`src/rtl/mc_ctrl.sv`:
```
// Multicycle MIPS control unit: sequences FETCH/DECODE/EXEC/MEM/WB and drives all datapath controls.
// Latency 3..5+MEM_WAIT cycles per instruction; outputs are combinational from state and IR fields.
// Optional ILLEGAL_HALT_EN: unrecognised encodings enter a sticky HALT state instead of retiring as nop.
module mc_ctrl #(
    parameter int MEM_WAIT = 0,
    parameter int CNT_W    = 32
) (
    input  logic             clk,
    input  logic             reset,
    input  logic [5:0]       opcode,
    input  logic [5:0]       funct,
    input  logic             ALUzero,
    output logic             IR_WE,
    output logic             PC_WE,
    output logic [1:0]       WACtrl,
    output logic [1:0]       WDCtrl,
    output logic [1:0]       ALUCtrl,
    output logic             ALUBCtrl,
    output logic             EXTCtrl,
    output logic [1:0]       JumpCtrl,
    output logic             DM_RE,
    output logic             DM_WE,
    output logic             GRFWE,
    output logic [CNT_W-1:0] retired,
    output logic             illegal
);

    localparam logic [2:0] S_FETCH  = 3'd0;
    localparam logic [2:0] S_DECODE = 3'd1;
    localparam logic [2:0] S_EXEC   = 3'd2;
    localparam logic [2:0] S_MEM    = 3'd3;
    localparam logic [2:0] S_WB     = 3'd4;
`ifdef ILLEGAL_HALT_EN
    localparam logic [2:0] S_HALT   = 3'd5;
`endif

    logic [2:0] state, state_nxt;
    logic [3:0] wait_cnt;
    logic       mem_last;
    logic       ir_we_c;

    logic is_r, is_addu, is_subu, is_jr, is_nop;
    logic is_ori, is_lui, is_lw, is_sw, is_beq, is_j, is_jal;
    logic [1:0] alu_c;
    logic       alub_c, ext_c;

    assign is_r    = (opcode == 6'h00);
    assign is_addu = is_r && (funct == 6'h21);
    assign is_subu = is_r && (funct == 6'h23);
    assign is_jr   = is_r && (funct == 6'h08);
    assign is_nop  = is_r && (funct == 6'h00);
    assign is_ori  = (opcode == 6'h0d);
    assign is_lui  = (opcode == 6'h0f);
    assign is_lw   = (opcode == 6'h23);
    assign is_sw   = (opcode == 6'h2b);
    assign is_beq  = (opcode == 6'h04);
    assign is_j    = (opcode == 6'h02);
    assign is_jal  = (opcode == 6'h03);

    // ALU/EXT settings belong to the instruction, so MEM and WB simply keep presenting them.
    always_comb begin
        alu_c = 2'b00;
        if (is_subu || is_beq) alu_c = 2'b01;
        else if (is_ori)       alu_c = 2'b10;
        else if (is_lui)       alu_c = 2'b11;
    end
    assign alub_c   = is_ori || is_lui || is_lw || is_sw;
    assign ext_c    = is_lw || is_sw || is_beq;
    assign mem_last = (wait_cnt == 4'(MEM_WAIT));

    always_comb begin
        state_nxt = state;
        ir_we_c   = 1'b0;
        PC_WE     = 1'b0;
        WACtrl    = 2'b00;
        WDCtrl    = 2'b00;
        ALUCtrl   = 2'b00;
        ALUBCtrl  = 1'b0;
        EXTCtrl   = 1'b0;
        JumpCtrl  = 2'b00;
        DM_RE     = 1'b0;
        DM_WE     = 1'b0;
        GRFWE     = 1'b0;
        case (state)
            S_FETCH: begin
                ir_we_c   = 1'b1;
                state_nxt = S_DECODE;
            end
            S_DECODE: state_nxt = S_EXEC;
            S_EXEC: begin
                ALUCtrl  = alu_c;
                ALUBCtrl = alub_c;
                EXTCtrl  = ext_c;
                if (is_addu || is_subu || is_ori || is_lui) begin
                    state_nxt = S_WB;
                end else if (is_lw || is_sw) begin
                    state_nxt = S_MEM;
                end else if (is_beq) begin
                    PC_WE     = 1'b1;
                    JumpCtrl  = ALUzero ? 2'b01 : 2'b00;
                    state_nxt = S_FETCH;
                end else if (is_j || is_jal) begin
                    PC_WE     = 1'b1;
                    JumpCtrl  = 2'b10;
                    GRFWE     = is_jal;
                    WACtrl    = is_jal ? 2'b10 : 2'b00;
                    WDCtrl    = is_jal ? 2'b10 : 2'b00;
                    state_nxt = S_FETCH;
                end else if (is_jr) begin
                    PC_WE     = 1'b1;
                    JumpCtrl  = 2'b11;
                    state_nxt = S_FETCH;
                end else if (is_nop) begin
                    PC_WE     = 1'b1;
                    state_nxt = S_FETCH;
                end else begin
`ifdef ILLEGAL_HALT_EN
                    state_nxt = S_HALT;
`else
                    PC_WE     = 1'b1;
                    state_nxt = S_FETCH;
`endif
                end
            end
            S_MEM: begin
                ALUCtrl  = alu_c;
                ALUBCtrl = alub_c;
                EXTCtrl  = ext_c;
                if (is_lw) begin
                    DM_RE = 1'b1;
                    if (mem_last) state_nxt = S_WB;
                end else if (mem_last) begin
                    // Store commits in its final MEM cycle, together with the DM write.
                    DM_WE     = 1'b1;
                    PC_WE     = 1'b1;
                    state_nxt = S_FETCH;
                end
            end
            S_WB: begin
                ALUCtrl   = alu_c;
                ALUBCtrl  = alub_c;
                EXTCtrl   = ext_c;
                GRFWE     = 1'b1;
                PC_WE     = 1'b1;
                WACtrl    = is_r ? 2'b01 : 2'b00;
                WDCtrl    = is_lw ? 2'b01 : 2'b00;
                state_nxt = S_FETCH;
            end
`ifdef ILLEGAL_HALT_EN
            S_HALT: state_nxt = S_HALT;
`endif
            default: state_nxt = S_FETCH;
        endcase
    end

    // Reset parks the FSM in FETCH; masking IR_WE keeps every enable low while reset is held.
    assign IR_WE = ir_we_c && reset;

`ifdef ILLEGAL_HALT_EN
    assign illegal = (state == S_HALT);
`else
    assign illegal = 1'b0;
`endif

    always_ff @(posedge clk or negedge reset) begin
        if (!reset) begin
            state    <= S_FETCH;
            wait_cnt <= 4'd0;
            retired  <= '0;
        end else begin
            state <= state_nxt;
            if (state == S_MEM && !mem_last) wait_cnt <= wait_cnt + 4'd1;
            else                             wait_cnt <= 4'd0;
            if (PC_WE) retired <= retired + CNT_W'(1);
        end
    end

endmodule

```
`config.mk`:
```
export PLATFORM = sky130hd
export DESIGN_NAME = mc_ctrl
export DESIGN_NICKNAME = d
export VERILOG_FILES = /design/src/rtl/mc_ctrl.sv
export SDC_FILE = /design/constraint.sdc
export NUM_CORES = 1
export LEC_CHECK = 0
export CORE_MARGIN = 5
export CORE_UTILIZATION = 51
export CTS_BUF_LIST = sky130_fd_sc_hd__clkbuf_8
export CTS_CLUSTER_SIZE = 25
export DETAILED_ROUTE_END_ITERATION = 6
export PLACE_DENSITY = 0.84
export SLEW_MARGIN = 30
export SYNTH_ARGS = -nofsm -noshare
export SYNTH_HDL_FRONTEND = slang
export SYNTH_SLANG_ARGS = --single-unit
```
`constraint.sdc`:
```
create_clock -name clk -period 4.5 [get_ports clk]
set_input_delay 0.9 -clock clk [delete_from_list [all_inputs] [get_ports clk]]
set_output_delay 0.9 -clock clk [all_outputs]
set_load 0.01 [all_outputs]
```
==> flow_metrics.py, run 1 <==
metrics = {
    "worst_setup_path": {
        "crit_required_ps": 3600,
        "arrival_ps": 3250,
        "path_max_fanout": 6,
        "cp-end-kind": "output pin",
        "start_kind": "input port",
        "path_class": "input port to output pin",
    },
    "synthesis": {
        "synth.most_common_cell": "dfrtp_1",
        "yosys-top-cells-area": "dfrtp_1 42%, xor2_1 11%, a2111oi_4 4.7%, nand3_1 3.4%, a21oi_1 3.2%",
        "synth_edf_count": 0,
        "avgSynthCellArea_sq_um": 10.05,
        "synth-seq-area-share_pct": 41.87,
        "yosys_warnings": 0,
        "yosysTopAreaCellShare_pct": 41.87,
        "yosys.area.top_type": "dfrtp_1",
        "syn_nets": 250,
        "synth.top_cells.by_count": "39 x dfrtp_1, 29 x xor2_1, 19 x nand2_1",
        "synth_flop_cell": "dfrtp_1",
        "syn_area_sq_mm": 0.002331,
        "ys_async_sr_fraction_pct": 100.0,
        "ys_types": 47,
        "ys_ff_latch": 39,
        "synthCells": 232,
    },
    "drt": {
        "drcViolationCount": 0,
        "detail_route.wl_per_cell_microns": 16.49,
        "via_per_inst": 5.898,
        "drt.antenna.violating_nets": 0,
        "routed_wl_microns": 5639,
        "drt_iter0_drc": 149,
        "first_pass_iters": 5,
        "vias": 2017,
    },
    "cells_and_area": {
        "final_nets": 307,
        "diodes": 0,
        "nFillCells": 362,
        "multi_input_area_sq_mm": 0.001247,
        "final_cell_area_sq_mm": 0.003035,
        "drive_gt1_share_pct": 8.966,
        "seq_area_sq_um": 975.9,
        "syn_to_final_growth_pct": 30.22,
    },
    "die": {
        "dieArea_sq_mm": 0.006023,
        "die_h_microns": 77.61,
        "core_area_sq_mm": 0.004384,
        "die_x_microns": 77.61,
        "placementRows": 24,
        "initial_core_util_pct": 53.17,
        "ios": 63,
    },
    "global_routing": {
        "busiest_layer": "met2",
        "track_usage_pct": 18.81,
        "antenna_found_initial": 0,
        "grt_max_degree": 40,
        "grt_pass1_vias": 1953,
        "met1_usage_pct": 25.76,
        "grtUsageMet2_pct": 29.72,
        "use_met3_pct": 4.398,
        "grt_pass1_wl_microns": 9356,
        "grt.overflow.total": 0,
    },
    "place": {
        "port-buffer-count": 61,
        "gp_congestion": 0.8254,
        "hpwlAfterDp_microns": 4083,
        "dpl-instance-area_sq_mm": 0.002947,
    },
    "sta": {
        "hold_slack_ps": 471.0,
        "tightestPinTransition_ps": 783.6,
        "grt_setup_unrepaired": "false",
        "finalSetupViolations": 0,
        "finalSetupTns_ps": 0,
        "relSlewSlack_pct": 47.62,
        "hold_viol": 0,
        "fin_crit_sh_pct": 92.25,
        "fmax_ghz": 0.2409,
        "layout_min_cycle_time_ps": 4151,
        "slew_viol_final": 0,
        "skew_ps": 8.215,
    },
    "clock_network": {
        "cts_root_buffer": "clkbuf_8",
        "cts_setup_buffers": 0,
        "path_clk_slew_ps": 70,
        "ctsHtreeMaxLevel": 2,
        "cts-resized-gates": 0,
        "clockBufferDepth": 2,
        "cts_tree": "yes",
        "clk_latency_ps": 300,
        "clock-sinks": 39,
        "hold_buffers": 0,
        "numCtsBuffers": 5,
    },
    "power": {
        "vdd_drop_max_v": 0.0003213,
        "power.density_mw_per_mm2": 356.8,
        "leakagePower_nw": 1.296,
    },
    "job": {
        "drv_cap": 0,
    },
    "outcome": {
        "outcome": "complete, no violations",
    },
    "worst_hold_path": {
        "min_path_type": "flop to flop",
    },
}
## cell type report
cell class / count / area share (%)
multi-input cells: 171 / 41.10
flip-flops and latches: 39 / 32.15
repair buffers: 64 / 20.69
clock buffers: 5 / 2.267
well taps: 52 / 2.143
inverters: 8 / 0.9893
clock inverters: 3 / 0.6595
## stage by stage
stage / std cells / power [W] / setup WS, ps / utilization, %
after floorplan: 232 / 0.0006957 / 1203 / -
after global placement: 334 / 0.0008416 / 469.2 / 67.21
after detailed placement: 334 / 0.0008512 / 385.8 / 67.21
after CTS: 342 / 0.001095 / 374.9 / 69.24
after global routing: 342 / 0.001145 / 257.1 / 69.24
final: 342 / 0.001083 / 348.9 / 69.24
## per-layer routing
metal / part of all wire, % / up-vias
li1: - / 948
met1: 46 / 976
met2: 46 / 84
met3: 6.7 / 9
met4: 1.3 / 0
met5: 0 / -
## critical path, cell delays in order
cell and delay (ps):
clkdlybuf4s50_1 500, nor4_2 490, and3_1 280, nand4bb_2 220, nor2_1 90, or2_2 270, clkdlybuf4s50_1 480
## sequential cells by signal, summed over array words and instances, names as in the netlist
register / flops
state: 3
wait_cnt: 4
retired: 32
## where the power goes
part | total [W] | switching (W) | internal (W)
Clock | 0.000239 | 0.000131 | 0.000108
Combinational | 0.000386 | 0.000224 | 0.000163
Sequential | 0.000458 | 0.0000664 | 0.000391
Total | 0.00108 | 0.000421 | 0.000662
## path summary, 6_finish.rpt
kind                       slack, ps                    start  cells after the start                      end
setup reg to reg                2210   retired[5]$_DFFE_PN0P_                      5  retired[22]$_DFFE_PN0P_
max in group asynchronous       3460                    reset                      2    wait_cnt[1]$_DFF_PN0_
hold reg to reg                  470  retired[31]$_DFFE_PN0P_                      1  retired[31]$_DFFE_PN0P_
setup / recovery                 350                opcode[3]                      7                    GRFWE
min in group asynchronous        700                    reset                      2    wait_cnt[3]$_DFF_PN0_
hold / removal                   470  retired[31]$_DFFE_PN0P_                      1  retired[31]$_DFFE_PN0P_
## cells by family (layout without fill, tap and decap cells)
logic type | Yosys count | count (layout) | synth area share [%]
buffers and inverters | 22 | 80 | 4.831
adders and majority gates | 3 | 3 | 1.610
and+or+nand+nor | 91 | 91 | 21.85
xor gates and xnor gates | 33 | 33 | 12.40
AOI/OAI and AO/OA | 42 | 42 | 16.80
DFF | 39 | 39 | 41.87
muxes | 1 | 1 | 0.4831
other | 1 | 1 | 0.1609
## layout by cell type, fill, tap and decap left out, types with 2 or more instances in the layout
cell type / synthesis / routed
a2111oi_0: 4 / 4
a2111oi_1: 3 / 3
a2111oi_2: 2 / 2
a2111oi_4: 4 / 4
a211oi_1: 6 / 6
a21boi_0: 2 / 2
a21oi_1: 15 / 15
and2_1: 2 / 2
and3_1: 4 / 4
and4_1: 2 / 2
buf_4: 4 / 3
clkbuf_8: 0 / 5
clkdlybuf4s50_1: 0 / 60
clkinvlp_4: 0 / 2
dfrtp_1: 39 / 39
ha_1: 3 / 3
inv_1: 8 / 8
nand2_1: 19 / 19
nand3_1: 16 / 16
nand3b_1: 2 / 2
nand4_1: 8 / 8
nor2_1: 18 / 18
nor3_1: 2 / 2
nor3b_1: 2 / 2
nor4_2: 2 / 2
nor4b_1: 2 / 2
o21ai_0: 2 / 2
or3_1: 2 / 2
xnor2_1: 4 / 4
xor2_1: 29 / 29
Power figures use the tool's default switching activity.
==> run 2, diff against run 1 <==
--- a/config.mk
+++ b/config.mk
@@ -10,7 +10,7 @@
 export CTS_BUF_LIST = sky130_fd_sc_hd__clkbuf_8
 export CTS_CLUSTER_SIZE = 25
 export DETAILED_ROUTE_END_ITERATION = 6
-export PLACE_DENSITY = 0.84
+export PLACE_DENSITY = 0.85
 export SLEW_MARGIN = 30
 export SYNTH_ARGS = -nofsm -noshare
 export SYNTH_HDL_FRONTEND = slang
==> constraint.sdc (replaced) <==
create_clock -name clk -period 4.5 [get_ports clk]
set_input_delay 0.9 -clock clk [delete_from_list [all_inputs] [get_ports clk]]
set_output_delay 0.9 -clock clk [all_outputs]
set_load 0.005 [all_outputs]
==> flow_metrics.py, run 2 (synthesis gave the netlist of run 1 again) <==
metrics = {
    "power": {
        "switching_share_pct": 37.30,
        "seq_power_share_pct": 43.6,
        "pwr-share-comb_pct": 35.3,
        "p_int_w": 0.0006617,
        "clkPwrFrac_pct": 21.1,
        "vdd_drop_max_v": 0.0004878,
        "total_power_w": 0.001055,
        "leakagePower_nw": 1.311,
        "power.density_mw_per_mm2": 347.7,
        "switchingPower_w": 0.0003936,
    },
    "cells_and_area": {
        "largest_reg_flops": 32,
        "drive_gt1_share_pct": 8.591,
        "layout_common_cells": "60 x clkdlybuf4s50_1, 39 x dfrtp_1, 29 x xor2_1",
        "nFillCells": 345,
        "final_common_cell": "clkdlybuf4s50_1",
        "largestRegisters": "retired (32), wait_cnt (4), state (3)",
        "largest-register": "retired",
        "diodes": 0,
        "syn_to_final_growth_pct": 30.22,
        "final_nets": 308,
    },
    "clock_network": {
        "clk_latency_ps": 290,
        "ctsHtreeMaxLevel": 2,
        "cts-resized-gates": 0,
        "cts_tree": "yes",
        "hold_buffers": 0,
        "clock-sinks": 39,
        "path_clk_slew_ps": 70,
        "clockBufferDepth": 2,
        "cts_root_buffer": "clkbuf_8",
        "numCtsBuffers": 5,
        "cts_setup_buffers": 0,
    },
    "drt": {
        "detail_route.wl_per_cell_microns": 16.17,
        "via_per_inst": 5.796,
        "drcViolationCount": 0,
        "first_pass_iters": 4,
        "drt_iter0_drc": 188,
        "routed_wl_microns": 5546,
        "vias": 1988,
        "drt.antenna.violating_nets": 0,
    },
    "global_routing": {
        "grt.overflow.total": 0,
        "grt_pass1_vias": 1942,
        "grt_pass1_wl_microns": 9356,
        "track_usage_pct": 18.77,
        "antenna_found_initial": 0,
        "grt_max_degree": 40,
    },
    "worst_hold_path": {
        "min_path_type": "flop to flop",
    },
    "job": {
        "drv_cap": 0,
    },
    "sta": {
        "layout_min_cycle_time_ps": 4046,
        "skew_ps": 9.659,
        "finalSetupTns_ps": 0,
        "finalSetupViolations": 0,
        "slew_viol_final": 0,
        "fin_crit_sh_pct": 89.91,
        "hold_viol": 0,
        "tightestPinTransition_ps": 738.4,
        "fmax_ghz": 0.2472,
        "grt_setup_unrepaired": "false",
        "relSlewSlack_pct": 50.63,
    },
    "place": {
        "port-buffer-count": 61,
        "gp_congestion": 0.8483,
        "hpwlAfterDp_microns": 4041,
    },
    "outcome": {
        "outcome": "complete, no violations",
    },
    "die": {
        "initial_core_util_pct": 53.17,
        "die_x_microns": 77.61,
        "die_h_microns": 77.61,
        "dieArea_sq_mm": 0.006023,
        "core_area_sq_mm": 0.004384,
        "placementRows": 24,
        "ios": 63,
    },
    "worst_setup_path": {
        "path_class": "input port to output pin",
        "crit_required_ps": 3600,
        "arrival_ps": 3150,
        "cp-end-kind": "output pin",
        "path_max_fanout": 6,
        "start_kind": "input port",
    },
}
## run 2: final timing paths
| check | slack, ps | startpoint | cells past startpoint | to |
|---|---|---|---|---|
| setup / recovery | 450 | opcode[3] | 7 | GRFWE |
| hold / removal | 470 | retired[31]$_DFFE_PN0P_ | 1 | retired[31]$_DFFE_PN0P_ |
| setup reg to reg | 2230 | retired[5]$_DFFE_PN0P_ | 5 | retired[21]$_DFFE_PN0P_ |
| hold reg to reg | 470 | retired[31]$_DFFE_PN0P_ | 1 | retired[31]$_DFFE_PN0P_ |
| max in group asynchronous | 3460 | reset | 2 | retired[6]$_DFFE_PN0P_ |
| min in group asynchronous | 690 | reset | 2 | state[1]$_DFFE_PN0N_ |
## run 2: power by group through the flow
stage	clock, W	combinational (W)	sequential (W)
3_5_place_dp	0	0.000373	0.000464
3_3_place_gp	0	0.000366	0.000462
4_1_cts	0.000229	0.000374	0.000458
2_1_floorplan	0	0.000232	0.000446
6_report	0.000223	0.000372	0.000460
5_1_grt	0.000245	0.000410	0.000467
## run 2: per-layer routing
layer  global-route usage (%)  wire length [microns]  vias up
met5                        0                      0        -
met4                    5.155                     69        0
met3                    5.556                    394        8
met2                    28.38                   2507       77
met1                    26.20                   2575      963
li1                         -                      -      940
## run 2: final cells by class
class / count / area [sq um] / area share [%]
well taps: 52 / 65.06 / 2.143
clock buffers: 5 / 68.82 / 2.267
clock inverters: 3 / 12.51 / 0.4122
repair buffers: 65 / 635.6 / 20.94
multi-input cells: 171 / 1247 / 41.10
inverters: 8 / 30.03 / 0.9893
flip-flops and latches: 39 / 975.9 / 32.15
## run 2: per-stage QoR
stage | cell area [sq um] | hold slack, ps | worst slack, ps | std cells | utilization (%)
floorplan | 2331 | 452.7 | 1249 | 232 | -
global placement | 2954 | 467.6 | 561.5 | 335 | 67.38
detailed placement | 2954 | 463.1 | 472.2 | 335 | 67.38
CTS | 3035 | 475.4 | 464.2 | 343 | 69.24
global route | 3035 | 508.2 | 343.4 | 343 | 69.24
finish | 3035 | 471.8 | 453.9 | 343 | 69.24
## run 2: critical path, stage by stage
cell and delay (ps):
clkdlybuf4s50_1 510, nor4_2 480, and3_1 290, nand4bb_2 180, nor2_1 70, or2_2 270, clkdlybuf4s50_1 440
==> run 3, diff against run 2 <==
--- a/config.mk
+++ b/config.mk
@@ -10,7 +10,8 @@
 export CTS_BUF_LIST = sky130_fd_sc_hd__clkbuf_8
 export CTS_CLUSTER_SIZE = 25
 export DETAILED_ROUTE_END_ITERATION = 6
-export PLACE_DENSITY = 0.85
+export GPL_TIMING_DRIVEN = 0
+export PLACE_DENSITY = 0.95
 export SLEW_MARGIN = 30
 export SYNTH_ARGS = -nofsm -noshare
 export SYNTH_HDL_FRONTEND = slang
==> flow_metrics.py, run 3 (synthesis gave the netlist of run 1 again) <==
metrics = {
    "place": {
        "port-buffer-count": 60,
        "hpwlAfterDp_microns": 4367,
        "placed_cells": 345,
        "post-place-ws_ps": 26.61,
        "gp_congestion": 0.8958,
    },
    "power": {
        "p_int_w": 0.0007488,
        "switchingPower_w": 0.0004151,
        "pwr-share-comb_pct": 35.4,
        "clkPwrFrac_pct": 26.0,
        "power.density_mw_per_mm2": 366.5,
        "seq_power_share_pct": 38.6,
        "total_power_w": 0.001164,
        "switching_share_pct": 35.67,
        "vdd_drop_max_v": 0.0004132,
        "leakagePower_nw": 1.373,
    },
    "sta": {
        "slew_viol_final": 0,
        "layout_min_cycle_time_ps": 4418,
        "hold_slack_ps": 500.8,
        "finalSetupViolations": 0,
        "finalSetupTns_ps": 0,
        "fin_crit_sh_pct": 98.17,
        "fmax_ghz": 0.2264,
        "tightestPinTransition_ps": 706.8,
        "hold_viol": 0,
        "setup_ws_ps": 82.15,
        "relSlewSlack_pct": 52.88,
        "skew_ps": 7.665,
    },
    "cells_and_area": {
        "fin_cells": 355,
        "final_nets": 320,
        "largestRegisters": "retired (32), wait_cnt (4), state (3)",
        "syn_to_final_growth_pct": 36.23,
        "drive_gt1_share_pct": 12.21,
        "diodes": 0,
        "final_common_cell": "clkdlybuf4s50_1",
        "largest_reg_flops": 32,
        "largest-register": "retired",
        "layout_common_cells": "59 x clkdlybuf4s50_1, 39 x dfrtp_1, 29 x xor2_1",
    },
    "die": {
        "dieArea_sq_mm": 0.006023,
        "die_x_microns": 77.61,
        "core_area_sq_mm": 0.004384,
        "die_h_microns": 77.61,
        "initial_core_util_pct": 53.17,
        "placementRows": 24,
        "ios": 63,
    },
    "drt": {
        "detail_route.wl_per_cell_microns": 17.29,
        "drt_iter0_drc": 212,
        "first_pass_iters": 4,
        "drcViolationCount": 0,
        "drt.antenna.violating_nets": 0,
        "via_per_inst": 5.800,
        "vias": 2059,
        "routed_wl_microns": 6139,
    },
    "global_routing": {
        "grt.overflow.total": 0,
        "grt_pass1_vias": 2044,
        "met1_usage_pct": 26.05,
        "grt_pass1_wl_microns": 10160,
        "track_usage_pct": 20.53,
        "busiest_layer": "met2",
        "grtUsageMet2_pct": 33.64,
        "use_met3_pct": 5.208,
        "grt_max_degree": 26,
        "antenna_found_initial": 0,
    },
    "clock_network": {
        "numCtsBuffers": 5,
        "path_clk_slew_ps": 70,
        "clockBufferDepth": 2,
        "clk_latency_ps": 290,
        "clock-sinks": 39,
        "cts_tree": "yes",
        "cts_root_buffer": "clkbuf_8",
        "ctsHtreeMaxLevel": 2,
        "hold_buffers": 0,
    },
    "worst_setup_path": {
        "crit_required_ps": 3600,
        "r2r-end": "retired[15]$_DFFE_PN0P_",
        "worstRegToRegCells": 7,
        "path_max_fanout": 10,
        "arrival_ps": 3520,
        "path_class": "input port to output pin",
        "cp-end-kind": "output pin",
        "reg2reg_from": "wait_cnt[0]$_DFF_PN0_",
        "start_kind": "input port",
        "r2r_slack_ps": 2300,
    },
    "outcome": {
        "outcome": "complete, no violations",
    },
    "worst_hold_path": {
        "min_path_type": "flop to flop",
        "hold_end": "retired[25]$_DFFE_PN0P_",
        "hp-start": "retired[25]$_DFFE_PN0P_",
        "min_path_cells": 1,
    },
    "job": {
        "drv_cap": 0,
    },
}
-- run 3: worst max path at each step --
stage                     depth (start not counted)       from  slack, ps    end
after floorplan                                   8  opcode[1]       1250  GRFWE
after global placement                            9  opcode[3]         40  GRFWE
after detailed placement                          9  opcode[3]         30  GRFWE
after CTS                                         9  opcode[3]          5  GRFWE
after global routing                              9  opcode[0]        -30  GRFWE
final                                             9  opcode[0]         80  GRFWE
-- run 3: worst max-delay path: stages --
cell and delay (ps):
clkdlybuf4s50_1 590, nor4_4 360, and3_1 250, nand4bb_1 150, buf_2 180, buf_2 250
nor2_1 120, or2_2 280, clkdlybuf4s50_1 450
-- run 3: routing by layer --
metal  share of wire, %  vias up
met1                 42     1003
met5                  0        -
met3                6.5        9
met2                 50       77
met4                1.3        0
li1                   -      970
-- run 3: repair_timing --
| item | in CTS | in global routing |
|---|---|---|
| endpoints found under the setup margin | 0 | 1 |
| setup buffers | 0 | 2 |
| gates resized for setup | 0 | 3 |
-- run 3: power by group through the flow --
| stage | registers [W] | logic (W) | clock network [W] |
|---|---|---|---|
| 3_3_place_gp | 0.000452 | 0.000392 | 0 |
| 6_report | 0.000449 | 0.000412 | 0.000303 |
| 4_1_cts | 0.000449 | 0.000409 | 0.000310 |
| 3_5_place_dp | 0.000454 | 0.000407 | 0 |
| 2_1_floorplan | 0.000446 | 0.000232 | 0 |
| 5_1_grt | 0.000457 | 0.000448 | 0.000326 |
-- run 3: metrics by stage --
stage               cell area (sq um)  util (%)
floorplan                        2331         -
global placement                 2997     68.35
detailed placement               3019     68.86
CTS                              3137     71.55
global route                     3176     72.43
finish                           3176     72.43
-- run 3: final cells by class --
type	instances	area (sq um)
inverters	8	30.03
clock buffers	6	82.58
clock inverters	2	35.03
plain buffers	14	82.58
fillers	298	1209
multi-input cells	171	1266
well taps	52	65.06
flip-flops and latches	39	975.9
repair buffers	63	638.1
